[src/rtl/s2p_frame_ctrl_if.sv]
// Bundle of signals between the frame controller, the serial-to-parallel
// shift datapath and the parallel consumer.
//   bit_stb, serial_in : strobed serial line sample
//   s2p_clr, s2p_shift : datapath controls (combinational)
//   s2p_data           : datapath parallel word (registered in the datapath)
//   word_out/valid/ready : holding register and consumer handshake
//   frame_err, overrun_err, err_clr : sticky error flags and their clear
//   busy               : controller is inside a frame
//   state_dbg          : current FSM state encoding, for observation
// Handshake: word_out is offered while word_valid=1 and is taken by the
// consumer on any rising clk edge where word_valid & word_ready are both 1.
// word_valid never drops without such a transfer, and word_out is stable
// while word_valid=1 unless a transfer and a new load share the same edge.
interface s2p_frame_ctrl_if #(
  parameter int BITS = 4
);
  logic            bit_stb;
  logic            serial_in;
  logic            s2p_clr;
  logic            s2p_shift;
  logic [BITS-1:0] s2p_data;
  logic [BITS-1:0] word_out;
  logic            word_valid;
  logic            word_ready;
  logic            frame_err;
  logic            overrun_err;
  logic            err_clr;
  logic            busy;
  logic [1:0]      state_dbg;

  // Controller side
  modport master (
    input  bit_stb, serial_in, s2p_data, word_ready, err_clr,
    output s2p_clr, s2p_shift, word_out, word_valid, frame_err, overrun_err,
           busy, state_dbg
  );

  // Environment side (pins, datapath, consumer)
  modport slave (
    output bit_stb, serial_in, s2p_data, word_ready, err_clr,
    input  s2p_clr, s2p_shift, word_out, word_valid, frame_err, overrun_err,
           busy, state_dbg
  );
endinterface

[src/rtl/s2p_frame_ctrl.sv]
// Frame controller for the serial-to-parallel shift datapath.
// Waits for a start bit (line high) on a strobed serial line, gates exactly
// BITS shift enables into the external datapath, then checks the stop bit
// (must be low). A good frame is copied into a holding register offered to
// the consumer with a valid/ready handshake. A bad stop bit sets the sticky
// frame_err; a good frame arriving while the holding register is still full
// and not being taken sets the sticky overrun_err and is dropped.
// Ports:
//   clk   : single clock, all state on the rising edge
//   reset : synchronous, active-high; aborts any frame in progress
//   bus   : s2p_frame_ctrl_if master modport (see interface header)
module s2p_frame_ctrl #(
  parameter  int BITS  = 4,
  localparam int CNT_W = $clog2(BITS) + 1
) (
  input logic               clk,
  input logic               reset,
  s2p_frame_ctrl_if.master  bus
);

  typedef enum logic [1:0] {
    IDLE  = 2'd0,
    SHIFT = 2'd1,
    STOP  = 2'd2
  } state_t;

  localparam logic [CNT_W-1:0] LAST_BIT = CNT_W'(BITS - 1);

  state_t           state, state_nxt;
  logic [CNT_W-1:0] bit_cnt, cnt_nxt;
  logic [BITS-1:0]  word_q;
  logic             valid_q;
  logic             frame_err_q;
  logic             overrun_err_q;

  logic             clr_c;
  logic             shift_c;
  logic             load_c;
  logic             frm_set_c;
  logic             ovr_set_c;
  logic             accept_c;

  assign accept_c = valid_q & bus.word_ready;

  always_comb begin
    state_nxt = state;
    cnt_nxt   = bit_cnt;
    clr_c     = 1'b0;
    shift_c   = 1'b0;
    load_c    = 1'b0;
    frm_set_c = 1'b0;
    ovr_set_c = 1'b0;
    case (state)
      IDLE: begin
        // A low line while idle is just the idle level, not a start bit.
        if (bus.bit_stb && bus.serial_in) begin
          clr_c     = 1'b1;
          cnt_nxt   = '0;
          state_nxt = SHIFT;
        end
      end
      SHIFT: begin
        if (bus.bit_stb) begin
          shift_c = 1'b1;
          cnt_nxt = bit_cnt + CNT_W'(1);
          if (bit_cnt == LAST_BIT) begin
            state_nxt = STOP;
          end
        end
      end
      STOP: begin
        // The datapath already holds the full word here.
        if (bus.bit_stb) begin
          state_nxt = IDLE;
          if (bus.serial_in) begin
            frm_set_c = 1'b1;
          end else if (!valid_q || bus.word_ready) begin
            // Holding register is empty, or is being emptied on this edge.
            load_c = 1'b1;
          end else begin
            ovr_set_c = 1'b1;
          end
        end
      end
      default: state_nxt = IDLE;
    endcase
  end

  always_ff @(posedge clk) begin
    if (reset) begin
      state   <= IDLE;
      bit_cnt <= '0;
    end else begin
      state   <= state_nxt;
      bit_cnt <= cnt_nxt;
    end
  end

  always_ff @(posedge clk) begin
    if (reset) begin
      word_q  <= '0;
      valid_q <= 1'b0;
    end else if (load_c) begin
      word_q  <= bus.s2p_data;
      valid_q <= 1'b1;
    end else if (accept_c) begin
      valid_q <= 1'b0;
    end
  end

  // A new error wins over a same-cycle clear, independently per flag.
  always_ff @(posedge clk) begin
    if (reset) begin
      frame_err_q   <= 1'b0;
      overrun_err_q <= 1'b0;
    end else begin
      if (frm_set_c) begin
        frame_err_q <= 1'b1;
      end else if (bus.err_clr) begin
        frame_err_q <= 1'b0;
      end
      if (ovr_set_c) begin
        overrun_err_q <= 1'b1;
      end else if (bus.err_clr) begin
        overrun_err_q <= 1'b0;
      end
    end
  end

  assign bus.s2p_clr     = clr_c;
  assign bus.s2p_shift   = shift_c;
  assign bus.word_out    = word_q;
  assign bus.word_valid  = valid_q;
  assign bus.frame_err   = frame_err_q;
  assign bus.overrun_err = overrun_err_q;
  assign bus.busy        = (state != IDLE);
  assign bus.state_dbg   = state;

endmodule

[src/flat_wrapper.sv]
// flat-port wrapper written by rule: the top's interface ports become plain ports
module s2p_frame_ctrl_flat 
#(
  parameter  int BITS  = 4,
  localparam int CNT_W = $clog2(BITS) + 1
)
  (clk, reset, bus_bit_stb, bus_serial_in, bus_s2p_data, bus_word_ready, bus_err_clr, bus_s2p_clr, bus_s2p_shift, bus_word_out, bus_word_valid, bus_frame_err, bus_overrun_err, bus_busy, bus_state_dbg);
  s2p_frame_ctrl_if #(.BITS(BITS)) bus_i ();
  input logic clk;
  input logic reset;
  input wire logic [$bits(bus_i.bit_stb)-1:0] bus_bit_stb;
  input wire logic [$bits(bus_i.serial_in)-1:0] bus_serial_in;
  input wire logic [$bits(bus_i.s2p_data)-1:0] bus_s2p_data;
  input wire logic [$bits(bus_i.word_ready)-1:0] bus_word_ready;
  input wire logic [$bits(bus_i.err_clr)-1:0] bus_err_clr;
  output wire logic [$bits(bus_i.s2p_clr)-1:0] bus_s2p_clr;
  output wire logic [$bits(bus_i.s2p_shift)-1:0] bus_s2p_shift;
  output wire logic [$bits(bus_i.word_out)-1:0] bus_word_out;
  output wire logic [$bits(bus_i.word_valid)-1:0] bus_word_valid;
  output wire logic [$bits(bus_i.frame_err)-1:0] bus_frame_err;
  output wire logic [$bits(bus_i.overrun_err)-1:0] bus_overrun_err;
  output wire logic [$bits(bus_i.busy)-1:0] bus_busy;
  output wire logic [$bits(bus_i.state_dbg)-1:0] bus_state_dbg;
  assign bus_i.bit_stb = bus_bit_stb;
  assign bus_i.serial_in = bus_serial_in;
  assign bus_i.s2p_data = bus_s2p_data;
  assign bus_i.word_ready = bus_word_ready;
  assign bus_i.err_clr = bus_err_clr;
  assign bus_s2p_clr = bus_i.s2p_clr;
  assign bus_s2p_shift = bus_i.s2p_shift;
  assign bus_word_out = bus_i.word_out;
  assign bus_word_valid = bus_i.word_valid;
  assign bus_frame_err = bus_i.frame_err;
  assign bus_overrun_err = bus_i.overrun_err;
  assign bus_busy = bus_i.busy;
  assign bus_state_dbg = bus_i.state_dbg;
  s2p_frame_ctrl #(.BITS(BITS)) u_core (.clk(clk), .reset(reset), .bus(bus_i));
endmodule
[config.mk]
export PLATFORM = sky130hd
export DESIGN_NAME = s2p_frame_ctrl_flat
export DESIGN_NICKNAME = d
export VERILOG_FILES = /design/src/rtl/s2p_frame_ctrl_if.sv /design/src/rtl/s2p_frame_ctrl.sv /design/src/flat_wrapper.sv
export SDC_FILE = /design/constraint.sdc
export NUM_CORES = 1
export LEC_CHECK = 0
export CAP_MARGIN = 15
export CORE_AREA = 2 2 39 41
export CTS_CLUSTER_SIZE = 14
export DETAILED_ROUTE_END_ITERATION = 10
export DIE_AREA = 0 0 41 43
export GPL_TIMING_DRIVEN = 0
export PLACE_DENSITY = 0.79
export RECOVER_POWER = 25
export SLEW_MARGIN = 15
export SYNTH_ARGS = -nofsm -noshare
export SYNTH_HDL_FRONTEND = slang
export SYNTH_SLANG_ARGS = --single-unit
[constraint.sdc]
create_clock -name clk -period 1.92 [get_ports clk]
set_clock_uncertainty 0.15 [all_clocks]
set_input_delay 0.384 -clock clk [delete_from_list [all_inputs] [get_ports clk]]
set_output_delay 0.384 -clock clk [all_outputs]
set_load 0.02 [all_outputs]
==> out/metrics.cfg, run 1 <==
[pwr]
power.density_nw_per_um2 = 620
ir_worst_vdd_mv = 0.415
p_leak_nw = 0.312
p_total_w = 0.000514

[finish]
fin_area_um2 = 828
nets = 98
area_growth_pct = 45.8
diodes = 0
drive_gt1_frac = 0.153

[worst_setup_path]
worst-setup-path-type = register to primary output
cp.arrival_ns = 1.33
rr_endpoint = u_core.bus.word_out[3]$_SDFFE_PP0P_
critPathLaunchType = register
endpoint = bus_s2p_shift
reg2reg_depth = 4
ff2ff_setup_slack_ns = 0.62
path_depth = 2
worstPathMaxFanout = 9
critPathSlowestCell = dfxtp_1
cp_slowest_stage_delay_ns = 0.47
r2r_start = u_core.bus.state_dbg[1]$_SDFFE_PP0P_
cpLargestDelayFamily = flip-flops
cp-startpoint = u_core.bus.state_dbg[1]$_SDFFE_PP0P_
cp-end-kind = primary output
path_cells = and3b_2, dlygate4sd2_1
cp.required_ns = 1.39
cp_num_buf_inv = 1

[clock_tree]
hold_buffers = 0
clock_latency_ns = 0.27
cts_max_level = 1
cts_root_buf = clkbuf_4
clkTransAtPathRegs_ns = 0.08
clkSinkCount = 12
post_cts_buffers = 0
cts_tree = built
cts_buffers = 3
clockBufferDepth = 2

[drt]
dr.first_iter.drc_count = 7
route.vias.total = 495
drtPass1Iterations = 4
ant_nets = 0
viasPerCell = 4.90
drc_errors = 0
wl_per_cell_um = 11.4
routed_wl_mm = 1.15

[global_route]
gr-usage-all-layers = 0.156
grt_max_degree = 11
grt_pass1_vias = 461
grt_pass1_wl_mm = 1.87
grt_remaining_overflow = 0
antenna_found_initial = 0

[synth]
synthCells = 60
ys_seq_elements = 12
netlist_area_um2 = 568
synthDistinctLibCells = 21
synth_area_per_cell_um2 = 9.47
synth_nets = 72
yosysWarnings = 0
ys_seq_area_frac = 0.423

[placement]
dpl.hpwl_um = 828
gp_congestion = 0.687
io_buffers = 21
placed_area_um2 = 798

[hold_path]
hold_path_startpoint = u_core.bus.word_out[3]$_SDFFE_PP0P_
min_path_type = register to register

[timing]
finalCritPeriodShare = 0.970
whs_ns = 0.332
setup_viol = 0
worst_slew_pin_slew_ns = 0.427
hold_viol_final = 0
fin_crit_ns = 1.86
setup_tns_ns = 0
fmax_mhz = 537
rsz0062_at_grt = no
maxSlewViolCount = 0
slew_headroom = 0.715

[floorplanning]
start_util = 0.410
rows = 14
io_pins = 22
die-area_um2 = 1760
core-area_um2 = 1380
dieHeight_um = 43
die_w_um = 41

[status]
status = completed

[job]
max-cap-violations = 0

[layout make-up]
class	instances	area, um2
tap	16	20.0
timing repair buffer	21	203
sequential	12	241
inverter	2	7.51
fill	129	556
buffer	2	15.0
multi-input combinational	44	305
clock buffer	4	36.3
[where the power goes]
group,total [W],switching (W),internal [W]
Clock,0.000203,0.0000877,0.000115
Sequential,0.000255,0.00000342,0.000251
Combinational,0.0000561,0.0000248,0.0000313
Total,0.000514,0.000116,0.000398
[metal layers]
| layer | track usage | share of wire | wire [um] |
|---|---|---|---|
| met5 | 0 | 0 | 0 |
| met4 | 0.0800 | 0.014 | 16 |
| met3 | 0.0314 | 0.068 | 78 |
| met2 | 0.231 | 0.44 | 504 |
| met1 | 0.203 | 0.48 | 552 |
[how the worst min path moves through the flow]
stage                                               end  depth (start not counted)
finish              u_core.bus.word_out[3]$_SDFFE_PP0P_                          2
global route        u_core.bus.word_out[2]$_SDFFE_PP0P_                          2
detailed placement    u_core.bus.frame_err$_SDFFE_PP0P_                          2
floorplan                u_core.bit_cnt[2]$_SDFFE_PP0P_                          2
global placement    u_core.bus.word_out[3]$_SDFFE_PP0P_                          2
CTS                 u_core.bus.word_out[0]$_SDFFE_PP0P_                          2
[logic make-up (layout without fill, tap and decap cells)]
logic type / Yosys count / count (layout) / share of synthesized area
AND/OR/NAND/NOR: 27 / 27 / 0.324
flip-flops: 12 / 12 / 0.423
AO/OA/AOI/OAI: 11 / 11 / 0.0991
multiplexers: 4 / 4 / 0.0705
buffers and inverters: 4 / 29 / 0.0396
adder cells (fa/ha/maj): 2 / 2 / 0.0440
[cells in the mapped netlist]
library cell / number / area share
nand2b_1: 13 / 0.14
dfxtp_1: 12 / 0.42
a21oi_1: 7 / 0.062
mux2i_1: 4 / 0.070
o21ai_0: 3 / 0.026
ha_1: 2 / 0.044
inv_1: 2 / 0.013
nand2_1: 2 / 0.013
nand4b_1: 2 / 0.031
nor2_1: 2 / 0.013
and3_2: 1 / 0.013
and3b_2: 1 / 0.018
buf_6: 1 / 0.020
clkbuf_1: 1 / 0.0066
nand4bb_2: 1 / 0.029
nor2b_1: 1 / 0.011
nor2b_2: 1 / 0.015
nor4_1: 1 / 0.011
o22ai_1: 1 / 0.011
or2_2: 1 / 0.011
or3b_1: 1 / 0.015
[per-stage QoR]
step,setup slack [ns],cells,utilization
3_3_place_gp,-0.515,97,0.577
4_1_cts,0.00961,101,0.602
2_1_floorplan,0.263,60,-
3_5_place_dp,-0.512,97,0.577
5_1_grt,0.00114,101,0.599
6_report,0.0571,101,0.599
[worst min-delay path, delay by kind of cell, from the launching register on]
kind,cells,cell delay [ns]
flops,1,0.32
mux,1,0.06
simple gates,1,0.06
[layout by cell type, fill, tap and decap left out, types with 2 or more instances in the layout]
master and instances:
clkdlybuf4s50_1 15, nand2b_1 13, dfxtp_1 11, a21oi_1 7, mux2i_1 4, o21ai_0 3
clkbuf_4 3, dlygate4sd2_1 3, inv_1 2, nand2_1 2, nor2_1 2, nand4b_1 2
ha_1 2
[what timing repair did]
item | 4_1_cts | 5_1_grt
endpoints found under the hold margin | 0 | 0
gates resized for setup | 9 | 1
endpoints found under the setup margin | 5 | 1
pin swaps | 0 | 0
[sequential cells by signal, indices dropped and copies added (netlist names)]
name and flops:
u_core.bit_cnt 3, u_core.bus.frame_err 1, u_core.bus.overrun_err 1, u_core.bus.state_dbg 2
u_core.bus.word_out 4, u_core.bus.word_valid 1
(Power assumes the default switching activity.)
==> run 2: changes to the inputs <==
--- a/config.mk
+++ b/config.mk
@@ -13,6 +13,7 @@
 export GPL_TIMING_DRIVEN = 0
 export PLACE_DENSITY = 0.79
 export RECOVER_POWER = 25
+export SKIP_CTS_REPAIR_TIMING = 1
 export SLEW_MARGIN = 15
 export SYNTH_ARGS = -nofsm -noshare
 export SYNTH_HDL_FRONTEND = slang
==> run 2 against run 1 <==
Via count increased by 0.81%. Final cell count stayed put. Global-route usage did not move. Total power up 0.56%. First-iteration DRC count unchanged. Highest routed layer unchanged.
==> out/metrics.cfg, run 2 (synthesis results as in run 1) <==
[status]
status = completed

[drt]
route.vias.total = 499  ; +0.81%
routed_wl_mm = 1.15  ; -0.35%
drc_errors = 0  ; unchanged
drtPass1Iterations = 4  ; unchanged
viasPerCell = 4.94  ; +0.81%
ant_nets = 0  ; unchanged
dr.first_iter.drc_count = 7  ; unchanged
wl_per_cell_um = 11.4  ; -0.35%

[worst_setup_path]
worstPathMaxFanout = 5  ; -4
cp-end-kind = primary output
cp.required_ns = 1.39  ; about the same
ff2ff_setup_slack_ns = 0.63  ; about the same
reg2reg_depth = 4  ; unchanged
rr_endpoint = u_core.bus.state_dbg[0]$_SDFFE_PP0P_
critPathLaunchType = primary input
cp-startpoint = bus_serial_in
r2r_start = u_core.bit_cnt[0]$_SDFFE_PP0P_
worst-setup-path-type = primary input to primary output
cp.arrival_ns = 1.30  ; -0.03 ns

[pwr]
pwr-share-seq = 0.493  ; -0.003
power.density_nw_per_um2 = 610  ; -1.7%
p_leak_nw = 0.354  ; +14%
clkPwrFrac = 0.394  ; about the same
p_int_w = 0.000400  ; +0.56%
switching_share = 0.225  ; about the same
p_switching_w = 0.000116  ; +0.55%
combPwrFrac = 0.112  ; +0.003
ir_worst_vdd_mv = 0.419  ; +1.0%

[hold_path]
min_to = u_core.bus.word_out[3]$_SDFFE_PP0P_
hold_path_startpoint = u_core.bus.word_out[3]$_SDFFE_PP0P_
hold_depth = 2  ; unchanged
min_path_type = register to register

[clock_tree]
cts_root_buf = clkbuf_4
clockBufferDepth = 2  ; unchanged
cts_max_level = 1  ; unchanged
clock_latency_ns = 0.27  ; about the same
clkSinkCount = 12  ; unchanged
clkTransAtPathRegs_ns = 0.08  ; about the same
cts_buffers = 3  ; unchanged
cts_tree = built

[placement]
io_buffers = 21  ; unchanged
dpl.hpwl_um = 828  ; unchanged
gp_congestion = 0.687  ; unchanged
placedCellCount = 97  ; unchanged

[finish]
stdcell_count = 101  ; unchanged
final_common_cell = clkdlybuf4s50_1
diodes = 0  ; unchanged
nets = 98  ; unchanged
drive_gt1_frac = 0.141  ; -0.0118
final_cell_mix = clkdlybuf4s50_1 (16), nand2b_1 (13), dfxtp_1 (10)
area_growth_pct = 49.1
largest_register_ffs = 4  ; unchanged

[timing]
finalCritPeriodShare = 0.954  ; -0.0166
maxSlewViolCount = 0  ; unchanged
setup_viol = 0  ; unchanged
fin_crit_ns = 1.83  ; -0.0319 ns
rsz0062_at_grt = no
slew_headroom = 0.716  ; about the same
fmax_mhz = 546  ; +1.7%
hold_viol_final = 0  ; unchanged
worst_slew_pin_slew_ns = 0.426  ; -0.000543 ns
whs_ns = 0.332  ; unchanged

[global_route]
grt_pass1_wl_mm = 1.87  ; unchanged
antenna_found_initial = 0  ; unchanged
grt_remaining_overflow = 0  ; unchanged
gr-usage-all-layers = 0.156  ; unchanged
grt_max_degree = 11  ; unchanged
grt_pass1_vias = 461  ; unchanged

[floorplanning]
die_w_um = 41  ; unchanged
die-area_um2 = 1760  ; unchanged
start_util = 0.410  ; unchanged
rows = 14  ; unchanged
core-area_um2 = 1380  ; unchanged
io_pins = 22  ; unchanged
dieHeight_um = 43  ; unchanged

[job]
max-cap-violations = 0  ; unchanged

[run 2: cell count changes in the layout (fill, tap and decap cells not counted), sizes merged]
cell and change:
clkbuf -1, clkdlybuf4s15 -1, clkdlybuf4s50 +1, dlygate4sd2 -3
dlymetal6s2s +4
[run 2: power groups by stage]
stage / Combinational (W) / Sequential, W / Clock [W]
finish: 0.0000581 / 0.000255 / 0.000204
detailed placement: 0.0000593 / 0.000261 / 0
global route: 0.0000633 / 0.000255 / 0.000222
floorplan: 0.0000228 / 0.000261 / 0
CTS: 0.0000598 / 0.000255 / 0.000215
global placement: 0.0000586 / 0.000260 / 0
[run 2: worst max-delay path, stage by stage]
cell and delay (ns):
clkdlybuf4s50_1 0.55, nand2_1 0.07, nor2_1 0.08, dlymetal6s2s_1 0.22
[run 2: per-stage QoR]
stage	power (W)	utilization	setup slack [ns]	instance area, um2	setup TNS, ns
finish	0.000517	0.612	0.0890	847	0
detailed placement	0.000320	0.577	-0.512	798	-0.911
floorplan	0.000284	-	0.263	568	0
CTS	0.000529	0.603	-0.521	835	-1.10
global route	0.000541	0.612	0.00133	847	0
global placement	0.000319	0.577	-0.515	798	-0.903
[run 2: final cells by class]
cell class,instances,area (um2)
fillers,122,537
multi-input cells,44,305
flip-flops and latches,12,243
repair buffers,21,220
clock buffers,4,36.3
well taps,16,20.0
plain buffers,2,15.0
inverters,2,7.51
[run 2: how the worst max path moves through the flow]
stage               endpoint  slack [ns]
2_1_floorplan    bus_s2p_clr        0.26
3_3_place_gp   bus_s2p_shift       -0.51
3_5_place_dp   bus_s2p_shift       -0.51
4_1_cts        bus_s2p_shift       -0.52
5_1_grt          bus_s2p_clr       0.001
6_report         bus_s2p_clr        0.09
[run 2: per-layer routing]
layer | track usage | vias up | share of wire | wire, um
li1 | - | 254 | - | -
met1 | 0.203 | 219 | 0.48 | 551
met2 | 0.231 | 22 | 0.43 | 498
met3 | 0.0314 | 4 | 0.066 | 76
met4 | 0.0800 | 0 | 0.017 | 20
met5 | 0 | - | 0 | 0
==> run 3: changes to the inputs <==
--- a/config.mk
+++ b/config.mk
@@ -14,6 +14,7 @@
 export PLACE_DENSITY = 0.79
 export RECOVER_POWER = 25
 export SKIP_CTS_REPAIR_TIMING = 1
+export SKIP_LAST_GASP = 1
 export SLEW_MARGIN = 15
 export SYNTH_ARGS = -nofsm -noshare
 export SYNTH_HDL_FRONTEND = slang
==> results of run 3 <==
No change in the layout: final DEF, timing and power equal those of run 2.
